<file path="src/rtl/dcache_req_tracker.sv">
// dcache_req_tracker: in-order retire tracker for CPU load/store/AMO traffic
// toward the data cache. Requests are allocated at tail, issued from the issue
// pointer, accept out-of-order responses by id and retire strictly from head.
// A kill flushes not-yet-issued entries and silently drains in-flight ones.
//
// Ports:
//   clk_i, rst_i              clock, synchronous active-high reset
//   req_*                     CPU request (valid/ready, op, addr, wdata, size, kill)
//   mem_req_*                 dcache request (valid/ready, op, addr, wdata, size, id)
//   mem_resp_*                dcache response (valid, id, data, err)
//   cpu_resp_*                CPU response (single-cycle valid, op, addr, data, err)
//   busy_o, count_o           occupancy status
//
// Optional feature: define DCACHE_TRACKER_RAW_STALL_EN to hold a load while an
// older in-flight store to the same 8-byte word has not completed.

module dcache_req_tracker #(
  parameter int unsigned DEPTH  = 4,
  parameter int unsigned DATA_W = 64,
  parameter int unsigned ADDR_W = 64,
  localparam int unsigned ID_W  = $clog2(DEPTH)
) (
  input  logic              clk_i,
  input  logic              rst_i,
  input  logic              req_valid_i,
  output logic              req_ready_o,
  input  logic [1:0]        req_op_i,
  input  logic [ADDR_W-1:0] req_addr_i,
  input  logic [DATA_W-1:0] req_wdata_i,
  input  logic [1:0]        req_size_i,
  input  logic              req_kill_i,
  output logic              mem_req_valid_o,
  input  logic              mem_req_ready_i,
  output logic [1:0]        mem_req_op_o,
  output logic [ADDR_W-1:0] mem_req_addr_o,
  output logic [DATA_W-1:0] mem_req_wdata_o,
  output logic [1:0]        mem_req_size_o,
  output logic [ID_W-1:0]   mem_req_id_o,
  input  logic              mem_resp_valid_i,
  input  logic [ID_W-1:0]   mem_resp_id_i,
  input  logic [DATA_W-1:0] mem_resp_data_i,
  input  logic              mem_resp_err_i,
  output logic              cpu_resp_valid_o,
  output logic [1:0]        cpu_resp_op_o,
  output logic [ADDR_W-1:0] cpu_resp_addr_o,
  output logic [DATA_W-1:0] cpu_resp_data_o,
  output logic              cpu_resp_err_o,
  output logic              busy_o,
  output logic [ID_W:0]     count_o
);

  localparam int unsigned CNT_W = ID_W + 1;

  localparam logic [1:0] ST_FREE   = 2'd0;
  localparam logic [1:0] ST_PEND   = 2'd1;
  localparam logic [1:0] ST_ISSUED = 2'd2;
  localparam logic [1:0] ST_DONE   = 2'd3;

  localparam logic [1:0] OP_NOP   = 2'd0;
  localparam logic [1:0] OP_LOAD  = 2'd1;
  localparam logic [1:0] OP_STORE = 2'd2;
  localparam logic [1:0] OP_AMO   = 2'd3;

  // Entry bookkeeping (reset) and payload (not reset)
  logic [1:0]        r_state [DEPTH];
  logic              r_drain [DEPTH];
  logic [1:0]        r_op    [DEPTH];
  logic [ADDR_W-1:0] r_addr  [DEPTH];
  logic [DATA_W-1:0] r_wdata [DEPTH];
  logic [1:0]        r_size  [DEPTH];
  logic [DATA_W-1:0] r_rdata [DEPTH];
  logic              r_err   [DEPTH];

  logic [ID_W-1:0]   r_head;
  logic [ID_W-1:0]   r_issue;
  logic [ID_W-1:0]   r_tail;
  logic [CNT_W-1:0]  r_count;

  logic              w_alloc;
  logic              w_amo_block;
  logic              w_raw_block;
  logic              w_mem_valid;
  logic              w_issue_fire;
  logic              w_resp_hit;
  logic              w_retire;
  logic [CNT_W-1:0]  w_n_pend;
  logic [CNT_W-1:0]  w_count_nxt;

  // Handshake and pointer-advance conditions
  assign req_ready_o  = (r_count < CNT_W'(DEPTH)) & ~req_kill_i;
  assign w_alloc      = req_valid_i & req_ready_o & (req_op_i != OP_NOP);
  // An AMO must be the oldest live entry before it may go out
  assign w_amo_block  = (r_op[r_issue] == OP_AMO) && (r_issue != r_head);
  assign w_mem_valid  = (r_state[r_issue] == ST_PEND) & ~w_amo_block & ~w_raw_block;
  assign w_issue_fire = w_mem_valid & mem_req_ready_i;
  assign w_resp_hit   = mem_resp_valid_i && (r_state[mem_resp_id_i] == ST_ISSUED);
  assign w_retire     = (r_state[r_head] == ST_DONE);

`ifdef DCACHE_TRACKER_RAW_STALL_EN
  // Only entries before the issue pointer can be ISSUED, so every ISSUED store is older
  always_comb begin
    w_raw_block = 1'b0;
    if (r_op[r_issue] == OP_LOAD) begin
      for (int i = 0; i < DEPTH; i++) begin
        if ((r_state[i] == ST_ISSUED) && !r_drain[i] && (r_op[i] == OP_STORE) &&
            (r_addr[i][ADDR_W-1:3] == r_addr[r_issue][ADDR_W-1:3])) begin
          w_raw_block = 1'b1;
        end
      end
    end
  end
`else
  assign w_raw_block = 1'b0;
`endif

  // Occupancy update; a kill drops every PEND entry except one issuing this cycle
  always_comb begin
    w_n_pend = '0;
    for (int i = 0; i < DEPTH; i++) begin
      w_n_pend = w_n_pend + CNT_W'(r_state[i] == ST_PEND);
    end
    w_count_nxt = r_count + CNT_W'(w_alloc) - CNT_W'(w_retire);
    if (req_kill_i) begin
      w_count_nxt = w_count_nxt - w_n_pend + CNT_W'(w_issue_fire);
    end
  end

  // Entry state, drain flags, pointers and count
  always_ff @(posedge clk_i) begin
    if (rst_i) begin
      r_head  <= '0;
      r_issue <= '0;
      r_tail  <= '0;
      r_count <= '0;
      for (int i = 0; i < DEPTH; i++) begin
        r_state[i] <= ST_FREE;
        r_drain[i] <= 1'b0;
      end
    end else begin
      for (int i = 0; i < DEPTH; i++) begin
        if (w_retire && (ID_W'(i) == r_head)) begin
          r_state[i] <= ST_FREE;
          r_drain[i] <= 1'b0;
        end else if (w_resp_hit && (ID_W'(i) == mem_resp_id_i)) begin
          r_state[i] <= ST_DONE;
          if (req_kill_i) r_drain[i] <= 1'b1;
        end else if (w_issue_fire && (ID_W'(i) == r_issue)) begin
          r_state[i] <= ST_ISSUED;
          if (req_kill_i) r_drain[i] <= 1'b1;
        end else if (req_kill_i) begin
          if (r_state[i] == ST_PEND) r_state[i] <= ST_FREE;
          else if (r_state[i] != ST_FREE) r_drain[i] <= 1'b1;
        end else if (w_alloc && (ID_W'(i) == r_tail)) begin
          r_state[i] <= ST_PEND;
          r_drain[i] <= 1'b0;
        end
      end
      if (w_retire)     r_head  <= r_head + 1'b1;
      if (w_issue_fire) r_issue <= r_issue + 1'b1;
      if (req_kill_i)   r_tail  <= r_issue + ID_W'(w_issue_fire);
      else if (w_alloc) r_tail  <= r_tail + 1'b1;
      r_count <= w_count_nxt;
    end
  end

  // Request payload at allocation, response payload on a valid response
  always_ff @(posedge clk_i) begin
    if (w_alloc) begin
      r_op[r_tail]    <= req_op_i;
      r_addr[r_tail]  <= req_addr_i;
      r_wdata[r_tail] <= req_wdata_i;
      r_size[r_tail]  <= req_size_i;
    end
    if (w_resp_hit) begin
      r_rdata[mem_resp_id_i] <= mem_resp_data_i;
      r_err[mem_resp_id_i]   <= mem_resp_err_i;
    end
  end

  // Outputs are zeroed whenever their valid is low
  assign mem_req_valid_o  = w_mem_valid;
  assign mem_req_op_o     = w_mem_valid ? r_op[r_issue]    : '0;
  assign mem_req_addr_o   = w_mem_valid ? r_addr[r_issue]  : '0;
  assign mem_req_wdata_o  = w_mem_valid ? r_wdata[r_issue] : '0;
  assign mem_req_size_o   = w_mem_valid ? r_size[r_issue]  : '0;
  assign mem_req_id_o     = w_mem_valid ? r_issue          : '0;

  assign cpu_resp_valid_o = w_retire & ~r_drain[r_head];
  assign cpu_resp_op_o    = cpu_resp_valid_o ? r_op[r_head]    : '0;
  assign cpu_resp_addr_o  = cpu_resp_valid_o ? r_addr[r_head]  : '0;
  assign cpu_resp_data_o  = cpu_resp_valid_o ? r_rdata[r_head] : '0;
  assign cpu_resp_err_o   = cpu_resp_valid_o ? r_err[r_head]   : 1'b0;

  assign busy_o  = (r_count != '0);
  assign count_o = r_count;

endmodule

</file>
<file path="config.mk">
export PLATFORM = sky130hd
export DESIGN_NAME = dcache_req_tracker
export DESIGN_NICKNAME = d
export VERILOG_FILES = /design/src/rtl/dcache_req_tracker.sv
export SDC_FILE = /design/constraint.sdc
export NUM_CORES = 1
export LEC_CHECK = 0
export BUFFER_PORTS_ARGS = -buffer_cell sky130_fd_sc_hd__buf_2
export CAP_MARGIN = 0
export CORE_UTILIZATION = 57
export CTS_CLUSTER_SIZE = 25
export DETAILED_ROUTE_END_ITERATION = 6
export PLACE_DENSITY = 0.79
export SLEW_MARGIN = 20
export SYNTH_ARGS = -nofsm -noshare
export SYNTH_HDL_FRONTEND = slang
export SYNTH_SLANG_ARGS = --single-unit
</file>
<file path="constraint.sdc">
create_clock -name clk_i -period 10.6 [get_ports clk_i]
set_clock_uncertainty 0.1 [all_clocks]
set_input_delay 2.12 -clock clk_i [delete_from_list [all_inputs] [get_ports clk_i]]
set_output_delay 2.12 -clock clk_i [all_outputs]
set_load 0.01 [all_outputs]
</file>
Word-level counts from Yosys, hierarchy flattened
Memory sizes are Yosys's and may differ from the RTL's. A register that Yosys moved wholly into a read port is not among the register bits.
Index checks and enable logic that the tools add are counted.
{"block": "totals", "ram_bits": 800, "inputBits": 205, "ff_bits": 9, "out_inout_bits": 272, "n_memories": 8}
{"block": "classes", "eq_ne": 21, "n_mux": 253, "n_lt_le_gt_ge": 1, "addsub": 11, "n_reduce_logical": 29, "bitwise_logic": 49}
{"name": "r_addr", "words": 4, "width": 64, "rd": 2, "rd_clocked_by_memory_dff": 2, "wr": 1, "line_no": "68", "text": "logic [ADDR_W-1:0] r_addr [DEPTH];"}
{"name": "r_rdata", "words": 4, "width": 64, "rd": 1, "rd_clocked_by_memory_dff": 1, "wr": 1, "line_no": "71", "text": "logic [DATA_W-1:0] r_rdata [DEPTH];"}
{"name": "r_wdata", "words": 4, "width": 64, "rd": 1, "rd_clocked_by_memory_dff": 1, "wr": 1, "line_no": "69", "text": "logic [DATA_W-1:0] r_wdata [DEPTH];"}
{"name": "r_op", "words": 4, "width": 2, "rd": 2, "rd_clocked_by_memory_dff": 2, "wr": 1, "line_no": "67", "text": "logic [1:0] r_op [DEPTH];"}
{"name": "r_size", "words": 4, "width": 2, "rd": 1, "rd_clocked_by_memory_dff": 1, "wr": 1, "line_no": "70", "text": "logic [1:0] r_size [DEPTH];"}
{"name": "r_state", "words": 4, "width": 2, "rd": 7, "rd_clocked_by_memory_dff": 2, "wr": 4, "line_no": "65", "text": "logic [1:0] r_state [DEPTH];"}
{"name": "+2 memories"}
{"cell": "$mux 64", "n": 4}
{"cell": "$mux 1", "n": 200}
{"cell": "$mux 2", "n": 48}
{"cell": "$or 1x1->1", "n": 40}
{"cell": "$logic_and 1x1->1", "n": 18}
{"cell": "$eq 2x2->1 const A", "n": 8}
{"cell": "$reduce_bool 2->1", "n": 6}
{"cell": "$eq 2x1->1 const B", "n": 5}
{"cell": "$add 3x1->3", "n": 3}
{"cell": "$eq 1x2->1 const A", "n": 4}
{"cell": "$logic_not 2->1", "n": 4}
{"cell": "$add 2x1->2 const B", "n": 3}
{"cell": "$and 1x1->1", "n": 6}
{"cell": "$eq 2x2->1 const B", "n": 3}
{"cell": "$add 2x1->3", "n": 1}
{"cell": "$lt 3x3->1 const B", "n": 1}
{"cell": "$mux 3", "n": 1}
{"cell": "$not 1->1", "n": 3}
{"cell": "$reduce_bool 3->1", "n": 1}
{"cell": "$sub 3x1->3", "n": 1}
{"cell": "$sub 3x3->3", "n": 1}
{"cell": "$add 1x1->2", "n": 1}
{"cell": "$add 2x1->2", "n": 1}
{"cell": "$ne 2x2->1", "n": 1}

Logic depth before layout (Yosys ltp)
Gate-level depths: netlist (run 1).
{"block": "depth", "word_depth": 14, "mapped_depth": 18, "depth_no_buf": 17}

Worst setup path before layout (run 1)
Ideal clock, no wire load.
{"block": "synth_timing", "kind": "input -> register", "start": "input port mem_resp_id_i[1]", "end": "memory r_drain[0], enable pin", "cell_stages": 4, "setup_slack_ps": 1002, "t_arrival_ps": 9230, "cell_sequence": "nand2b_1 -> nor4_1 -> nand4b_1 -> o2111ai_1"}
{"element": "from (decl)", "line_no": "40", "text": "input logic [ID_W-1:0] mem_resp_id_i,"}
{"element": "to (decl)", "line_no": "66", "text": "logic r_drain [DEPTH];"}

==> results of run 1 <==
## kinds of logic (layout without fill, tap and decap cells)
kind of cell,after synthesis,after routing,synth area share [%]
simple gates,335,335,7.37
buf+inv,139,673,2.07
fa+ha+maj,20,20,0.822
xor+xnor,11,11,0.283
compound gates,29,29,0.642
mux,267,267,17.6
flops,813,813,71.2
other cells,0,20,0
## layout by cell type, fill, tap and decap left out, types with 3 or more instances in the layout
master      synthesis  final
a211oi_1            4      4
a21oi_1             5      5
a22oi_1             3      3
a31oi_1             4      4
and2_4              0      3
and3_1            132    132
buf_2              27    476
buf_4               1     22
bufinv_16           0      8
clkbuf_1           62     16
clkbuf_16           0     84
clkinv_1            0     15
clkinv_2            0      8
clkinv_8            0      3
clkinvlp_4          0      7
dfxtp_1            13      9
dfxtp_4             0      4
diode_2             0     20
edfxtp_1          800    800
fa_1                4      4
ha_1               16     16
inv_1              28     27
mux4_2            266    265
nand2_1            15     15
nand3_1             4      4
nand4_1             7      7
nand4b_1            3      3
nor2_1             19     19
nor2b_1            58     58
nor2b_2            20     20
nor2b_4            60     60
nor3_1              5      3
o2111ai_1           4      4
o2bb2ai_1           3      3
xnor2_1             8      8
xor2_1              3      3
## metal layers
layer	global-route usage [%]	up-vias	wire length, um
met4	9.51	22	2350
met1	34.2	9421	29300
met5	0	-	141
met3	7.09	158	7430
li1	-	7619	-
met2	42.4	888	39800
## per-stage QoR
step	util, %	instances	instance area, um2	hold slack (ns)	total power, mW
3_3_place_gp	62.9	2777	37100	0.431	4.81
6_report	67.4	2941	39800	0.452	7.60
3_5_place_dp	62.9	2777	37100	0.436	4.84
5_1_grt	67.4	2926	39800	0.472	7.86
2_1_floorplan	-	1614	34100	0.406	4.48
4_1_cts	67.4	2921	39800	0.445	7.66
## worst min-delay path by stage
stage	from	end	slack, ns
2_1_floorplan	r_head[1]	flip-flop	0.41
3_3_place_gp	r_head[1]	flip-flop	0.43
3_5_place_dp	r_head[1]	flip-flop	0.44
4_1_cts	r_head[1]	flip-flop	0.44
5_1_grt	r_head[1]	flip-flop	0.47
6_report	r_head[1]	flip-flop	0.45
## registers in the layout, summed over array words and instances (netlist names), 3 cells and up, named ones only
signal / cells
r_drain: 4
r_err: 4
r_state: 8
r_addr: 256
r_rdata: 256
r_wdata: 256
r_op: 8
r_size: 8
count_o: 3
## cell type report
class,instances,share of cell area [%]
inverters,29,0.286
repair buffers,500,6.50
diodes,20,0.126
clock buffers,100,5.43
multi-input cells,662,23.0
flip-flops and latches,813,61.0
clock inverters,44,1.19
well taps,773,2.43
## power breakdown
part | internal (mW) | total (mW) | leakage (nW) | switching [mW]
registers | 3.63 | 3.69 | 7.36 | 0.0581
logic | 0.503 | 1.08 | 5.51 | 0.578
clock network | 1.65 | 2.83 | 1.26 | 1.18
total | 5.78 | 7.60 | 14.1 | 1.82
## critical path, cell delays in order (launching register included)
cell and delay (ns):
dfxtp_4 0.64, buf_4 0.79, mux4_2 0.47, o211ai_4 0.33, buf_4 0.68, and3_1 0.30
buf_2 0.14
==> out/metrics.yaml, run 1 <==
cts_buffers: 82
dieHeight_um: 247
core_area_mm2: 0.0590
multi_input_area_mm2: 0.00915
grt_pass1_wl_um: 116000
pre_cts_slack_ns: 4.87
regToRegSetupSlack_ns: 5.47
outcome: "finished, final reports clean"
drcViolationCount: 0
n_fill_cell: 3764
endpoint: "mem_req_wdata_o[21]"
finalSetupViolations: 0
rsz0062_at_grt: "no"
syn_inst: 1614
clk_pin_slew_ns: 0.06
worstSetupEndpointType: "output pin"
period_minus_slack_ns: 6.36
first_pass_iters: 5
start_kind: "flip-flop"
synth_area_mm2: 0.0341
htreeDepth: 3
cts.root.buffer_cell: "clkbuf_16"
synth_most_common_cell: "edfxtp_1"
post_cts_resized: 0
worst_pin_slew_ns: 1.10
worstSetupPathType: "reg2out"
ys_types: 46
dominantRegCellSynth: "edfxtp_1"
syn_avg_cell_area_um2: 21.1
yosys-top-cells-area: "edfxtp_1, mux4_2, and3_1"
seqCellArea_mm2: 0.0243
final_antenna_net_count: 0
slew_violations: 0
vdd_ir_drop_max_mv: 0.160
syn_to_final_growth_pct: 16.7
synth_commonest_cells: "edfxtp_1, mux4_2, and3_1, clkbuf_1, nor2b_4"
dieWidth_um: 247
max_freq_ghz: 0.157
min_period_over_period_pct: 60.0
dp.final_hpwl_um: 48300
yosysTopAreaCell: "edfxtp_1"
drv_cap: 0
cts_setup_buffers: 0
antenna_found_initial: 23
avgRoutedWirePerCell_um: 26.9
fin_nets: 2313
via_per_inst: 6.16
synthesis.nets: 1839
grt_pass1_vias: 18600
dr.first_iter.drc_count: 1475
synth-seq-cells: 813
hold_depth: 2
worstPathRequired_ns: 8.38
dieArea_mm2: 0.0608
hold_viol_final: 0
slew_headroom_pct: 27.0
worstPathArrival_ns: 4.14
grt_start_max_net_pins: 107
worst_r2r_path_depth: 14
pwr_density_cell_mw_per_mm2: 191
async_flop_share_pct: 0
p_leak_nw: 14.1
synth_top_area_share_pct: 70.5
rr_endpoint: "count_o[2]"
layout_setup_ws_ns: 4.24
synth_edf_count: 800
ctsHoldBuffers: 0
ios: 477
finalSetupTns_ns: 0
clk_path_buf_depth: 3
hold_class: "reg2reg"
rows: 89
synth-seq-area-share_pct: 71.2
cts_tree: "built"
track_usage_pct: 26.1
vias: 18100
clk_latency_ns: 0.61
synth_warnings: 0
numClockSinks: 813
numPortBuffers: 476
gp_congestion: 0.818
wl_um: 79000
start_util_pct: 57.8
globalRouteOverflowTotal: 0
crit_fanout: 85
drive_gt1_share_pct: 45.4
Note: power is estimated with default switching activity, not from simulation.
==> run 2, diff against run 1 <==
Clock period 10.6 ns to 6.24 ns, I/O delays scaled along.
==> out/metrics.yaml, run 2 (synthesized netlist as in run 1, its figures left out) <==
worst_r2r_path_depth: 16
internal_power_mw: 9.53
dp.final_hpwl_um: 46300
cts.root.buffer_cell: "clkbuf_16"
period_minus_slack_ns: 5.08
vdd_ir_drop_max_mv: 0.285
track_usage_pct: 25.9
numClockSinks: 813
ctsHoldBuffers: 0
finalSetupTns_ns: 0
min_period_over_period_pct: 81.4
dieWidth_um: 247
p_comb_share_pct: 14.6
swShare_pct: 24.6
clkPwrFrac_pct: 35.8
drcViolationCount: 0
finalSetupViolations: 0
p_seq_share_pct: 49.5
start_kind: "flip-flop"
drv_cap: 0
hold_depth: 2
core_area_mm2: 0.0590
syn_to_final_growth_pct: 16.4
min_from: "r_issue[1]"
place_area_mm2: 0.0372
final_common_cell: "edfxtp_1"
first_pass_iters: 7
drive_gt1_share_pct: 45.1
pwr_density_cell_mw_per_mm2: 319
finalInstanceArea_mm2: 0.0397
cts_tree: "built"
ios: 477
dieArea_mm2: 0.0608
post_cts_resized: 0
slew_violations: 0
rsz0062_at_grt: "no"
worstPathArrival_ns: 3.73
layout_common_cells: "edfxtp_1, buf_2, mux4_2"
outcome: "finished, final reports clean"
numPortBuffers: 476
via_per_inst: 6.12
worstPathRequired_ns: 4.89
worstSetupEndpointType: "output pin"
htreeDepth: 3
globalRouteOverflowTotal: 0
cts_setup_buffers: 0
slew_headroom_pct: 27.8
wl_um: 78400
cts_buffers: 81
gp_congestion: 0.821
dieHeight_um: 247
vias: 18000
rows: 89
rr_endpoint: "count_o[2]"
grt_pass1_wl_um: 116000
crit_fanout: 52
p_leak_nw: 14.1
top_regs: "r_addr: 256 flops, r_rdata: 256 flops, r_wdata: 256 flops"
worst_pin_slew_ns: 1.08
final_antenna_net_count: 0
clk_path_buf_depth: 3
clk_pin_slew_ns: 0.07
hold_class: "reg2reg"
n_fill_cell: 3804
regToRegSetupSlack_ns: 1.98
p_sw_mw: 3.12
fin_nets: 2307
worstSetupPathType: "reg2out"
dr.first_iter.drc_count: 1435
max_freq_ghz: 0.197
grt_pass1_vias: 19000
antenna_found_initial: 23
avgRoutedWirePerCell_um: 26.7
start_util_pct: 57.8
grt_start_max_net_pins: 110
hold_viol_final: 0
clk_latency_ns: 0.62
==> run 2: worst max-delay path by stage <==
stage | start | end
after global placement | req_kill_i | count_o[2]
after CTS | flip-flop | cpu_resp_err_o
after global routing | flip-flop | mem_req_wdata_o[13]
after floorplan | mem_resp_id_i[1] | r_drain[0]
final | flip-flop | mem_req_wdata_o[13]
after detailed placement | req_kill_i | count_o[2]
==> run 2: layer usage <==
metal | GRT usage (%) | routed length (um)
met5 | 0 | 152
met4 | 8.33 | 2070
met3 | 8.98 | 8130
met2 | 41.7 | 39200
met1 | 33.1 | 28900
==> run 2: area by class of cell <==
| type | count | area [um2] | area share, % |
|---|---|---|---|
| Antenna cell | 21 | 52.6 | 0.132 |
| Clock buffer | 97 | 2110 | 5.31 |
| Clock inverter | 45 | 357 | 0.898 |
| Inverter | 29 | 114 | 0.287 |
| Multi-Input combinational cell | 662 | 9180 | 23.1 |
| Sequential cell | 813 | 24300 | 61.2 |
| Tap cell | 773 | 967 | 2.44 |
| Timing Repair Buffer | 495 | 2610 | 6.58 |
==> run 2: metrics by stage <==
step / hold WS [ns] / setup slack (ns) / utilization [%] / instances / power [mW]
finish: 0.439 / 1.16 / 67.3 / 2935 / 12.6
global route: 0.480 / 1.03 / 67.2 / 2919 / 13.1
CTS: 0.441 / 1.12 / 67.2 / 2914 / 12.7
detailed placement: 0.439 / 1.42 / 63.0 / 2772 / 8.24
global placement: 0.428 / 1.59 / 63.0 / 2772 / 8.21
floorplan: 0.406 / 0.358 / - / 1614 / 7.60
==> run 2: power by group through the flow <==
stage                     combinational [mW]  clock, mW  sequential (mW)
after floorplan                         1.27          0             6.33
final                                   1.85       4.53             6.27
after global placement                  1.84          0             6.37
after global routing                    2.00       4.81             6.28
after detailed placement                1.86          0             6.38
after CTS                               1.87       4.60             6.27
==> run 2: critical path: stages (launching register included) <==
cell,delay (ns)
dfxtp_4,0.76
buf_4,0.68
buf_4,0.75
mux4_2,0.41
and3_1,0.21
buf_2,0.16
==> run 3, diff against run 2 <==
Clock period 6.24 ns to 5.1 ns, I/O delays scaled along.
==> out/metrics.yaml, run 3 (synthesized netlist as in run 1, its figures left out) <==
outcome: "finished, final reports clean"
pre_cts_slack_ns: 0.596
drcViolationCount: 0
finalSetupTns_ns: 0
cts_buffers: 82
dieArea_mm2: 0.0608
period_minus_slack_ns: 4.38
power_mw: 15.7
pwr_density_cell_mw_per_mm2: 392
clk_pin_slew_ns: 0.06
numPortBuffers: 476
layout_setup_ws_ns: 0.719
grt-busiest-layer: "met2"
met1_usage_pct: 33.1
grt_pass1_vias: 18400
gp_congestion: 0.835
dp.final_hpwl_um: 46300
cpPeakStageDelay_ns: 0.56
globalRouteOverflowTotal: 0
ios: 477
first_pass_iters: 5
dieWidth_um: 247
post_cts_resized: 0
dr.first_iter.drc_count: 1351
p_sw_mw: 3.83
via_per_inst: 6.13
hold_class: "reg2reg"
max_freq_ghz: 0.228
gr-usage-met3_pct: 8.79
p_leak_nw: 14.2
worstPathArrival_ns: 3.26
rsz0062_at_grt: "no"
swShare_pct: 24.5
worst_pin_slew_ns: 1.13
cts.root.buffer_cell: "clkbuf_16"
final_cells: 2946
cts_setup_buffers: 0
track_usage_pct: 25.4
final_antenna_net_count: 0
htreeDepth: 3
finalSetupViolations: 0
hold_viol_final: 0
rows: 89
clk_path_buf_depth: 3
dp_cells: 2783
clk_latency_ns: 0.62
avgRoutedWirePerCell_um: 26.3
syn_to_final_growth_pct: 17.0
final_common_cell: "edfxtp_1"
grt_start_max_net_pins: 138
drv_cap: 0
internal_power_mw: 11.8
p_seq_share_pct: 48.7
top_regs: "r_addr: 256 flops, r_rdata: 256 flops, r_wdata: 256 flops"
place_area_mm2: 0.0373
whs_ns: 0.452
wl_um: 77400
slew_headroom_pct: 24.8
numClockSinks: 813
worstSetupEndpointType: "output pin"
grt_pass1_wl_um: 113000
clkPwrFrac_pct: 36.5
start_kind: "flip-flop"
fin_nets: 2319
cp_cell_sequence: "buf_4 -> mux4_2 -> or2_4 -> buf_4 -> nor2b_1 -> buf_2"
worstSetupPathType: "reg2out"
dieHeight_um: 247
cpMaxStageDelayCell: "mux4_2"
core_area_mm2: 0.0590
start_util_pct: 57.8
crit_fanout: 32
drive_gt1_share_pct: 45.5
finalInstanceArea_mm2: 0.0399
p_comb_share_pct: 14.8
vdd_ir_drop_max_mv: 0.348
cts_tree: "built"
ctsHoldBuffers: 0
fin_util_pct: 67.6
worstPathRequired_ns: 3.98
use_met2_pct: 40.2
slew_violations: 0
cpMostUsedCell: "buf_4"
antenna_found_initial: 34
min_period_over_period_pct: 85.9
layout_common_cells: "edfxtp_1, buf_2, mux4_2"
vias: 18100
==> run 3: cell count changes in the layout (fill, tap and decap cells not counted) <==
cell / previous run / this run
bufinv_16: 2 / 4
buf_12: 7 / 10
clkinv_4: 0 / 2
clkinv_1: 19 / 18
clkinvlp_4: 3 / 7
clkbuf_16: 82 / 83
inv_8: 1 / 0
buf_4: 12 / 20
clkinv_2: 14 / 11
clkbuf_1: 15 / 17
diode_2: 21 / 15
==> run 3: layout make-up <==
class,instances,area [um2]
sequential,813,24300
fill,3736,19100
multi-input combinational,662,9180
timing repair buffer,506,2730
clock buffer,100,2140
tap,773,967
clock inverter,48,434
inverter,29,114
antenna,15,37.5
==> run 3: per-layer routing <==
metal	vias to the layer above	share of wire, %
met5	-	0.36
met3	172	9.9
met4	42	3.0
met2	836	49
li1	7661	-
met1	9339	37
==> run 3: worst max-delay path, delay by kind of cell (launching register included) <==
family,cells,cell delay [ns]
buf+inv,3,0.94
flops,1,0.35
mux,1,0.56
simple gates,2,0.74
==> run 3: final timing paths <==
path	startpoint	end	slack (ns)	cells past startpoint
setup / recovery	flip-flop	cpu_resp_addr_o[21]	0.72	6
hold / removal	r_head[1]	flip-flop	0.45	2
setup reg to reg	r_state[1][0]	count_o[2]	1.26	17
hold reg to reg	r_head[1]	flip-flop	0.45	2
==> run 3: power by group through the flow <==
stage / Combinational (mW) / Sequential [mW] / Clock, mW
after floorplan: 1.56 / 7.74 / 0
after global placement: 2.30 / 7.75 / 0
after detailed placement: 2.32 / 7.77 / 0
after CTS: 2.34 / 7.63 / 5.81
after global routing: 2.49 / 7.64 / 6.06
final: 2.31 / 7.63 / 5.72
